### config.mk
export PLATFORM = sky130hd
export DESIGN_NAME = branch_resolve_unit
export DESIGN_NICKNAME = d
export VERILOG_FILES = /design/src/rtl/branch_pkg.sv /design/src/rtl/pht_counter2.sv /design/src/rtl/branch_resolve_unit.sv
export SDC_FILE = /design/constraint.sdc
export NUM_CORES = 1
export LEC_CHECK = 0
export ABC_CLOCK_PERIOD_IN_PS = 4000
export CAP_MARGIN = 30
export CORE_AREA = 2 2 104 106
export DETAILED_ROUTE_END_ITERATION = 7
export DIE_AREA = 0 0 106 108
export PLACE_DENSITY = 0.83
export SYNTH_ARGS = -nofsm -noshare
export SYNTH_HDL_FRONTEND = slang
export SYNTH_SLANG_ARGS = --single-unit
export TNS_END_PERCENT = 100
### constraint.sdc
create_clock -name clk -period 4 [get_ports clk]
set_input_delay 0.4 -clock clk [delete_from_list [all_inputs] [get_ports clk]]
set_output_delay 0.4 -clock clk [all_outputs]
set_load 0.02 [all_outputs]
### src/rtl/branch_pkg.sv
// Shared constants for the execute-stage branch resolution block:
// opcode values and the 2-bit PHT predictor state encoding.
package branch_pkg;

  // Opcodes seen on alu_opcode_in
  localparam logic [3:0] OP_NOP = 4'h0;
  localparam logic [3:0] OP_BEQ = 4'hA;
  localparam logic [3:0] OP_BNE = 4'hB;

  // PHT predictor states; the MSB is the predicted direction
  localparam logic [1:0] PHT_SNT = 2'b00;
  localparam logic [1:0] PHT_WNT = 2'b01;
  localparam logic [1:0] PHT_WT  = 2'b10;
  localparam logic [1:0] PHT_ST  = 2'b11;

  // Every entry starts weakly not-taken
  localparam logic [1:0] PHT_RESET = PHT_WNT;

  // One-step saturating move toward ST (taken) or SNT (not taken)
  function automatic logic [1:0] pht_next(input logic [1:0] cur, input logic taken);
    logic [1:0] nxt;
    nxt = cur;
    if (taken) begin
      if (cur != PHT_ST) nxt = cur + 2'd1;
    end else begin
      if (cur != PHT_SNT) nxt = cur - 2'd1;
    end
    return nxt;
  endfunction

endpackage

### src/rtl/pht_counter2.sv
// Single 2-bit saturating direction predictor. The state register is
// exported directly on state_out so the predictor FSM is observable.
module pht_counter2
  import branch_pkg::*;
(
  input  logic       clk,
  input  logic       reset,
  input  logic       update_en,
  input  logic       taken,
  output logic [1:0] state_out
);

  logic [1:0] state;

  // Train one step per resolved branch; reset returns to weakly not-taken
  always_ff @(posedge clk) begin
    if (reset) begin
      state <= PHT_RESET;
    end else if (update_en) begin
      state <= pht_next(state, taken);
    end
  end

  assign state_out = state;

endmodule

### src/rtl/branch_resolve_unit.sv
// Execute-stage branch resolution: decides BEQ/BNE, detects
// mispredictions, issues a one-cycle flush with the correct-path PC,
// trains the PHT and keeps saturating branch/mispredict statistics.
module branch_resolve_unit
  import branch_pkg::*;
#(
  parameter int PC_WIDTH         = 8,
  parameter int DATA_WIDTH       = 32,
  parameter int ALU_OPCODE_WIDTH = 4,
  parameter int PHT_INDEX_WIDTH  = 4,
  parameter int CNT_WIDTH        = 16
) (
  input  logic                        clk,
  input  logic                        reset,
  input  logic [PC_WIDTH-1:0]         pc_in,
  input  logic [DATA_WIDTH-1:0]       rd_data1_in,
  input  logic [DATA_WIDTH-1:0]       rd_data2_in,
  input  logic [ALU_OPCODE_WIDTH-1:0] alu_opcode_in,
  input  logic                        prediction_in,
  input  logic [PC_WIDTH-1:0]         save_pc_in,
  input  logic [PC_WIDTH-1:0]         lookup_pc_in,
  output logic                        lookup_taken_out,
  output logic                        flush_out,
  output logic [PC_WIDTH-1:0]         redirect_pc_out,
  output logic [CNT_WIDTH-1:0]        branch_cnt_out,
  output logic [CNT_WIDTH-1:0]        mispredict_cnt_out
);

  localparam int PHT_ENTRIES = 2 ** PHT_INDEX_WIDTH;

  logic                       is_beq;
  logic                       is_bne;
  logic                       is_branch;
  logic                       operands_equal;
  logic                       taken;
  logic                       mispredict;
  logic [PHT_INDEX_WIDTH-1:0] update_idx;
  logic [PHT_INDEX_WIDTH-1:0] lookup_idx;
  logic [1:0]                 pht_state [PHT_ENTRIES];

  // Resolve the branch in EX. The instruction sitting in EX while a
  // flush is out is wrong-path, so it is squashed entirely.
  always_comb begin
    is_beq         = (alu_opcode_in == ALU_OPCODE_WIDTH'(OP_BEQ));
    is_bne         = (alu_opcode_in == ALU_OPCODE_WIDTH'(OP_BNE));
    is_branch      = (is_beq || is_bne) && !flush_out;
    operands_equal = (rd_data1_in == rd_data2_in);
    taken          = is_beq ? operands_equal : !operands_equal;
    mispredict     = is_branch && (taken != prediction_in);
  end

  assign update_idx = pc_in[PHT_INDEX_WIDTH-1:0];
  assign lookup_idx = lookup_pc_in[PHT_INDEX_WIDTH-1:0];

  // One-cycle flush pulse; the redirect PC holds until the next mispredict
  always_ff @(posedge clk) begin
    if (reset) begin
      flush_out       <= 1'b0;
      redirect_pc_out <= '0;
    end else begin
      flush_out <= mispredict;
      if (mispredict) begin
        redirect_pc_out <= save_pc_in;
      end
    end
  end

  // Saturating statistics counters
  always_ff @(posedge clk) begin
    if (reset) begin
      branch_cnt_out     <= '0;
      mispredict_cnt_out <= '0;
    end else begin
      if (is_branch && (branch_cnt_out != '1)) begin
        branch_cnt_out <= branch_cnt_out + 1'b1;
      end
      if (mispredict && (mispredict_cnt_out != '1)) begin
        mispredict_cnt_out <= mispredict_cnt_out + 1'b1;
      end
    end
  end

  // Pattern history table: one predictor per index, only the entry
  // addressed by the resolving branch trains
  for (genvar i = 0; i < PHT_ENTRIES; i++) begin : g_pht
    pht_counter2 u_cnt (
      .clk       (clk),
      .reset     (reset),
      .update_en (is_branch && (update_idx == PHT_INDEX_WIDTH'(i))),
      .taken     (taken),
      .state_out (pht_state[i])
    );
  end

  // Fetch sees registered state only; same-cycle training shows up next cycle
  assign lookup_taken_out = pht_state[lookup_idx][1];

endmodule

Word level (Yosys, flattened, before mapping):

Cells that the tools add are included.

* register bits: 73
* input port bits: 95
* output and inout bits: 42
* logic and storage cells: 233

* add/subtract/negate cells: 34
* $lt $le $gt $ge: 1
* eq/ne operators: 53
* mux-type cells: 52
* bitwise logic cells: 1
* reduce and logical (&&, ||, !) cells: 72

Operators with widths (count)
* 2-bit two-way mux: 50
* 2-bit nonzero test: 32
* 3-bit AND reduction: 16
* 4-bit equality test, second input constant: 10
* 2-bit inequality test, second input constant: 17
* 16-bit by 1-bit adder with 16-bit output, second input constant: 2
* 2-bit by 1-bit adder with 2-bit output, second input constant: 16
* 32-bit equality test: 1
* 16-bit inequality test, second input constant: 2
* 2-bit by 1-bit subtractor with 2-bit output, second input constant: 16
* 2-bit by 1-bit inequality test with 1-bit output, second input constant: 15
* 1-bit logical AND: 20
* 4-bit by 3-bit equality test with 1-bit output, second input constant: 4
* 2-bit binary-select mux with 4-bit select: 1
* 4-bit by 2-bit equality test with 1-bit output, second input constant: 2
* 5-bit >= comparator, second input constant: 1
* 4-bit inverter with 5-bit output: 1
* 4-bit by 1-bit equality test with 1-bit output, second input constant: 1
* 4-bit logical NOT: 1
* 1-bit logical NOT: 2
* 1-bit logical OR: 1
* 1-bit two-way mux: 1
* 1-bit inequality test: 1

Longest topological paths before layout:

Gate-level depths: netlist (run 1).

* depth in word-level cells: 6
* mapped depth: 9

Cells and area by module:

A second synthesis (run 1) with hierarchy kept.

* cell total of the unflattened synthesis: 526
* area, all modules: 4625.7 sq um

By module, submodules not included
* branch_resolve_unit: times used 1, cells each 334, area each 2884.0 sq um, sequential area each 820.8 sq um
* pht_counter2: times used 16, cells each 12, area each 108.9 sq um, sequential area each 40.0 sq um

Least setup slack after synthesis (run 1):

OpenSTA, ideal clock, no wires.

* path type: input port to flip-flop
* from: input rd_data2_in[2]
* to: register g_pht[3].u_cnt.state[0]
* arrival time: 1992 ps
* path slack: 1863 ps
* cell stages on the path: 8
* buffers on the path: 2
* cell sequence: xor2_1 -> nor4_2 -> nand4_2 -> or3_1 -> buf_2 -> buf_6 -> a31oi_1 -> o221ai_1

* word-level cells in the longest chain between the ends: 5
* elaborated cells on any way between the ends: 7
* those cells by class: eq/ne (2); mux (2); reduce/logical (3)

RTL lines
* start: declaration: line branch_resolve_unit.sv:17 `input logic [DATA_WIDTH-1:0] rd_data2_in,`
* 32-bit equality test (*): line branch_resolve_unit.sv:47 `operands_equal = (rd_data1_in == rd_data2_in);`
* 1-bit logical NOT: line branch_resolve_unit.sv:48 `taken = is_beq ? operands_equal : !operands_equal;`
* 1-bit two-way mux (*): line branch_resolve_unit.sv:48
* 2-bit by 1-bit inequality test with 1-bit output (no line) or 2-bit nonzero test (tied branches)
* 3-bit AND reduction (no line)
* end signal: assignment: line pht_counter2.sv:20 `state <= pht_next(state, taken);`
* end: declaration: line pht_counter2.sv:13 `logic [1:0] state;`

Every way passes the cells marked *; elsewhere a longest branch is shown, timed or not.
A chain may end at the register's enable or synchronous reset.

Worst setup path in the final report (run 1):

* from: input lookup_pc_in[0]
* to: output lookup_taken_out

* word-level cells in the longest chain between the ends: 4

RTL lines
* start: declaration: line branch_resolve_unit.sv:21 `input logic [PC_WIDTH-1:0] lookup_pc_in,`
* 4-bit inverter with 5-bit output (not written as such): line branch_resolve_unit.sv:96 `assign lookup_taken_out = pht_state[lookup_idx][1];`
* 2-bit binary-select mux with 4-bit select: line branch_resolve_unit.sv:96
* 2-bit two-way mux (not written as such) (2 in series): line branch_resolve_unit.sv:96
* end: declaration: line branch_resolve_unit.sv:22 `output logic lookup_taken_out,`

No other way between the ends. The select of a mux whose other input is x is not followed.

==> metrics.txt, run 1 <==
flops & latches, synth 73; Setup TNS 0 ns; number of synthesis warnings 0; status completed; P_leak 2.27 nW; nets 762; Finished Cell Area 6190 µm²; Vias/cell 5.76; CTS Hold Buffers Added 0; Synth Instances 547; Layout area overhead 35.8%; Crit. End Element output port; syn_nets 644; die height 108 µm; type of origin of the critical path input port; fin. max-slew vios 0; number of routed nets with antenna violations 0; # IOs 137; die width 106 µm; gr usage total 21.9%; post-cts sizing count 0; CTS Buf Count 9; worst slew pin tran 0.869 ns; slowest CP cell clkdlybuf4s50_1; CTS tree done; Tcrit/Tclk final 74.7%; largest net degree at the start of global routing 62; Netlist cell types 49; max incr delay on CP 0.62 ns; Mapped Area 4560 µm²; die area 11400 µm²; final hold vios 0; P per Cell Area 292 nW/µm²; first-pass GRT wire length 20400 µm; Max IR drop VDD 0.000136 V; Synth async-reset ratio 0%; CTS clk-pin slew, worst paths 0.08 ns; Max Clock Freq 334 MHz; Row Count 37; min Tclk post-route 2.99 ns; hold crit path type reg -> reg; H-tree Lvls 3; synth cell count leaders 73 x dfxtp_1, 54 x nor2_1, 45 x nand2_1, 39 x xor2_1, 38 x a21oi_1; DR DRC count 0; largest cells by area after synthesis dfxtp_1 32%, xor2_1 7.5%, nor2_1 4.4%; Post-Place Cell Area 5910 µm²; maximum buffer depth of the clock tree 2; Worst Path Required 3.60 ns; initial antenna violation count 0; vias in the first global route 4482; number of setup buffers added after CTS 0; WP buf/inv 2; maxcap violations 0; routed len/inst 15.5 µm; vias after detailed routing 4641; IO Port Bufs 128; top cell type by total area after synthesis dfxtp_1; Cell Chain, Critical Path clkdlybuf4s50_1 -> mux4_2 -> mux4_2 -> clkdlybuf4s50_1; RSZ-0062 raised after global routing false; Total Routed Length 12500 µm; CP max FO 4; Critical Path AT 2.59 ns; most common cell in the netlist dfxtp_1; CTS root buf clkbuf_8; RD Place Congestion 0.894; drt pass-1 iters 5; Starting Density 44.5%; Synth top area share 32.1%; Finish-stage setup viols 0; kind of critical path in -> out; syn avg cell area 8.33 µm²; n_diodes 0; reg2reg setup slack 1.57 ns; Clk Latency, worst-skew pair 0.35 ns; DP HPWL 9060 µm; predominant post-synthesis flop cell dfxtp_1; Top delay family on crit path buffers and inverters; Slew Limit Headroom 41.6%; Clock Sink Count 73; Core Box Area 10200 µm²; final hold slack 0.467 ns; GRT overflow 0; Seq/Total Area, Yosys 32.1%; share of cells above drive strength 1 10.1%; clk_skew 0.0118 ns; Post-synth EDFFs 0; Detailed Route Iter0 Violations 262
where the power goes:
| group | total (mW) | switching [mW] | leakage [nW] | internal [mW] |
|---|---|---|---|---|
| registers | 0.770 | 0.0241 | 0.590 | 0.746 |
| clock network | 0.787 | 0.289 | 0.137 | 0.498 |
| logic | 0.252 | 0.112 | 1.55 | 0.141 |
through the flow:
step | instances | utilization [%] | total power, mW | setup WS, ns
CTS | 806 | 60.5 | 1.82 | 1.00
detailed placement | 790 | 57.8 | 1.04 | 1.00
finish | 806 | 60.5 | 1.81 | 1.01
floorplan | 547 | - | 0.902 | 1.86
global route | 806 | 60.5 | 1.89 | 0.950
global placement | 790 | 57.8 | 1.03 | 1.02
state kept, by name (all words and copies together), names as in the netlist:
signal / flops
mispredict_cnt_out: 16
branch_cnt_out: 16
g_pht.u_cnt.state_out: 32
flush_out: 1
redirect_pc_out: 8
final timing paths:
| kind | depth (start not counted) | to | start |
|---|---|---|---|
| worst max-delay path | 4 | lookup_taken_out | lookup_pc_in[0] |
| worst min-delay path | 2 | redirect_pc_out[3] | redirect_pc_out[3] |
| worst max register to register | 6 | branch_cnt_out[1] | branch_cnt_out[6] |
| worst min register to register | 2 | redirect_pc_out[3] | redirect_pc_out[3] |
layer usage:
layer | global-route usage (%) | wire, µm
met3 | 5.12 | 1020
met2 | 39.9 | 6400
met5 | 0 | 0
met4 | 7.89 | 210
met1 | 25.1 | 4840
area by class of cell:
class	instances	area, µm²
clock buffer	10	138
clock inverter	6	138
fill	874	4040
inverter	21	78.8
multi-input combinational	427	2890
sequential	73	1460
tap	136	170
timing repair buffer	133	1310
layout by cell type, fill, tap and decap left out, drive strengths merged, types with 2 or more instances in the layout:
cell type / instances
nor4: 16
xnor2: 8
bufinv: 4
buf: 6
nand4: 26
clkdlybuf4s50: 127
nor2: 55
a31oi: 17
clkinv: 2
mux2i: 14
xor2: 39
a21boi: 3
nor3b: 2
o211ai: 18
or2: 2
nor3: 12
nand3: 20
and3: 10
a21oi: 38
mux4: 5
nor2b: 15
ha: 2
and4: 4
nand2b: 7
o221ai: 16
dfxtp: 73
clkbuf: 10
o21ai: 20
and2: 3
nand2: 45
mux2: 16
or3: 4
inv: 21
worst reg2reg max path, stage by stage (launching register included):
cell and delay (ns):
dfxtp_1 0.43, nand4_1 0.18, nor4_1 0.74, nand2_1 0.25, o21ai_0 0.40, mux2i_1 0.23
nor2_1 0.06
kinds of logic (layout without fill, tap and decap cells):
family	after synthesis	in the layout	share of synthesized area, %
XOR/XNOR	47	47	9.03
AND/OR/NAND/NOR	224	224	26.3
buffers and inverters	47	170	4.89
adder cells (fa/ha/maj)	2	2	0.549
multiplexers	35	35	9.50
flip-flops	73	73	32.1
AO/OA/AOI/OAI	119	119	17.7
(Power assumes the default switching activity.)
==> inputs of run 2 (changes only) <==
--- a/config.mk
+++ b/config.mk
@@ -5,7 +5,7 @@
 export SDC_FILE = /design/constraint.sdc
 export NUM_CORES = 1
 export LEC_CHECK = 0
-export ABC_CLOCK_PERIOD_IN_PS = 4000
+export ABC_CLOCK_PERIOD_IN_PS = 3000
 export CAP_MARGIN = 30
 export CORE_AREA = 2 2 104 106
 export DETAILED_ROUTE_END_ITERATION = 7
==> constraint.sdc (replaced) <==
create_clock -name clk -period 3 [get_ports clk]
set_input_delay 0.3 -clock clk [delete_from_list [all_inputs] [get_ports clk]]
set_output_delay 0.3 -clock clk [all_outputs]
set_load 0.02 [all_outputs]
==> run 2 against run 1 <==
Total power up 19%. Critical path depth unchanged. Die area unchanged. Via count about the same. Largest cell class unchanged. Core utilization down 0.073 points. Non-clock buffer count up 7. Final area down 0.12%.
==> metrics.txt, run 2 (same netlist as run 1, synthesis figures left out) <==
final hold vios 0 (unchanged); total power 2.15 mW (was 1.81 mW); P per Cell Area 348 nW/µm² (was 292 nW/µm²); DR DRC count 0 (unchanged); r2r worst-path depth 6 (unchanged); die width 106 µm (unchanged); RSZ-0062 raised after global routing false (unchanged); Top Metal Used met4 (unchanged); reg2reg setup slack 0.67 ns (was 1.57 ns); die area 11400 µm² (unchanged); Clock Sink Count 73 (unchanged); max reg flops 32 (unchanged); Flop pwr share 47.8% (was 42.6%); Layout area overhead 35.7% (was 35.8%); Switching Fraction 26.2% (was 23.5%); net switching power 0.563 mW (was 0.425 mW); max incr delay on CP 0.62 ns (about the same); CTS Hold Buffers Added 0 (unchanged); Finished Cell Area 6180 µm² (was 6190 µm²); clock share of power 36.3% (was 43.5%); Power Internal 1.59 mW (was 1.38 mW); CTS clk-pin slew, worst paths 0.08 ns (about the same); Worst Path Required 2.70 ns (was 3.60 ns); end of the critical path lookup_taken_out (unchanged); Detailed Route Iter0 Violations 224 (was 262); Layout fillers 888 (was 874); fin. max-slew vios 0 (unchanged); post-cts sizing count 0 (unchanged); gr usage total 21.7% (was 21.9%); CP max FO 4 (unchanged); first-pass GRT wire length 20100 µm (was 20400 µm); met2 wire length 6420 µm (was 6400 µm); maxcap violations 0 (unchanged); vias after detailed routing 4637 (was 4641); number of routed nets with antenna violations 0 (unchanged); number of setup buffers added after CTS 0 (unchanged); Setup TNS 0 ns (unchanged); routed wl met3 992 µm (was 1020 µm); Worst setup startpoint lookup_pc_in[0] (unchanged); fin util 60.4% (was 60.5%); largest net degree at the start of global routing 61 (was 62); status completed (unchanged); Tcrit/Tclk final 92.6%; Critical Path Stages 4 (unchanged); Max Clock Freq 360 MHz; Row Count 37 (unchanged); Post-Place Cell Area 5990 µm² (was 5910 µm²); Cell Chain, Critical Path clkdlybuf4s50_1 -> mux4_2 -> mux4_2 -> clkdlybuf4s50_1 (unchanged); n_diodes 0 (unchanged); worst slew pin tran 0.684 ns (was 0.869 ns); H-tree Lvls 3 (unchanged); vias in the first global route 4464 (was 4482); Crit. End Element output port (unchanged); die height 108 µm (unchanged); DP HPWL 9190 µm (was 9060 µm); Worst R2R Start mispredict_cnt_out[0] (was branch_cnt_out[6]); kind of critical path in -> out (unchanged); worst reg2reg path endpoint mispredict_cnt_out[11] (was branch_cnt_out[1]); P_leak 2.28 nW (was 2.27 nW); Top delay family on crit path buffers and inverters (unchanged); maximum buffer depth of the clock tree 2 (unchanged); drt pass-1 iters 5 (unchanged); # IOs 137 (unchanged); share of cells above drive strength 1 11.1% (was 10.1%); CTS Buf Count 9 (unchanged); WP buf/inv 2 (unchanged); WL met1 4900 µm (was 4840 µm); min Tclk post-route 2.78 ns; RD Place Congestion 0.829 (was 0.894); most common cell after layout, fill and taps aside clkdlybuf4s50_1 (unchanged); IO Port Bufs 128 (unchanged); Core Box Area 10200 µm² (unchanged); clk_skew 0.00703 ns (was 0.0118 ns); CTS root buf clkbuf_8 (unchanged); most frequent cells in the layout 127 x clkdlybuf4s50_1, 73 x dfxtp_1, 54 x nor2_1 (unchanged); Total Routed Length 12500 µm (about the same); nets 769 (was 762); Slew Limit Headroom 54.1% (was 41.6%); Starting Density 44.5% (unchanged); part of the power in combinational logic 15.9% (was 14.0%); Clk Latency, worst-skew pair 0.35 ns (about the same); type of origin of the critical path input port (unchanged); initial antenna violation count 0 (unchanged); routed len/inst 15.4 µm (was 15.5 µm); slowest CP cell clkdlybuf4s50_1 (unchanged); GRT overflow 0 (unchanged); Critical Path AT 2.48 ns (was 2.59 ns); Vias/cell 5.70 (was 5.76); Max IR drop VDD 0.000297 V (was 0.000136 V); Finish-stage setup viols 0 (unchanged); hold crit path type in -> reg (was reg -> reg); CTS tree done (unchanged)
run 2: worst min-delay path by stage:
stage	endpoint	from	cells after the start	slack, ns
global route	mispredict_cnt_out[10]	reset	3	0.38
finish	mispredict_cnt_out[10]	reset	3	0.37
floorplan	redirect_pc_out[0]	save_pc_in[0]	2	0.44
global placement	redirect_pc_out[1]	redirect_pc_out[1]	2	0.44
detailed placement	redirect_pc_out[1]	redirect_pc_out[1]	2	0.45
CTS	mispredict_cnt_out[10]	reset	3	0.36
run 2: final cells by class:
class	count	area, µm²	area share [%]
tap	136	170	2.75
multi-input combinational	427	2890	46.8
sequential	73	1460	23.6
inverter	21	78.8	1.28
clock buffer	10	138	2.23
timing repair buffer	140	1390	22.4
clock inverter	6	57.6	0.931
run 2: through the flow:
step | cells | setup slack, ns | hold slack (ns)
6_report | 813 | 0.222 | 0.369
3_5_place_dp | 797 | 0.126 | 0.450
5_1_grt | 813 | 0.148 | 0.382
4_1_cts | 813 | 0.208 | 0.362
3_3_place_gp | 796 | 0.188 | 0.443
2_1_floorplan | 547 | 0.928 | 0.442
run 2: power groups by stage:
stage | Clock, mW | Combinational, mW | Sequential, mW
CTS | 0.802 | 0.343 | 1.03
global route | 0.847 | 0.370 | 1.03
floorplan | 0 | 0.158 | 1.04
detailed placement | 0 | 0.342 | 1.05
global placement | 0 | 0.328 | 1.05
finish | 0.781 | 0.342 | 1.03
run 2: layer usage:
metal,vias up,GRT usage (%)
met4,0,7.99
met3,19,4.28
met5,-,0
met2,210,41.3
li1,2253,-
met1,2155,24.0
run 2: worst register-to-register path: stages (launching register included):
cell and delay (ns):
dfxtp_1 0.46, ha_1 0.25, nand3_1 0.18, nor3_1 0.62
nor4_1 0.13, mux2_2 0.30, mux2_2 0.28
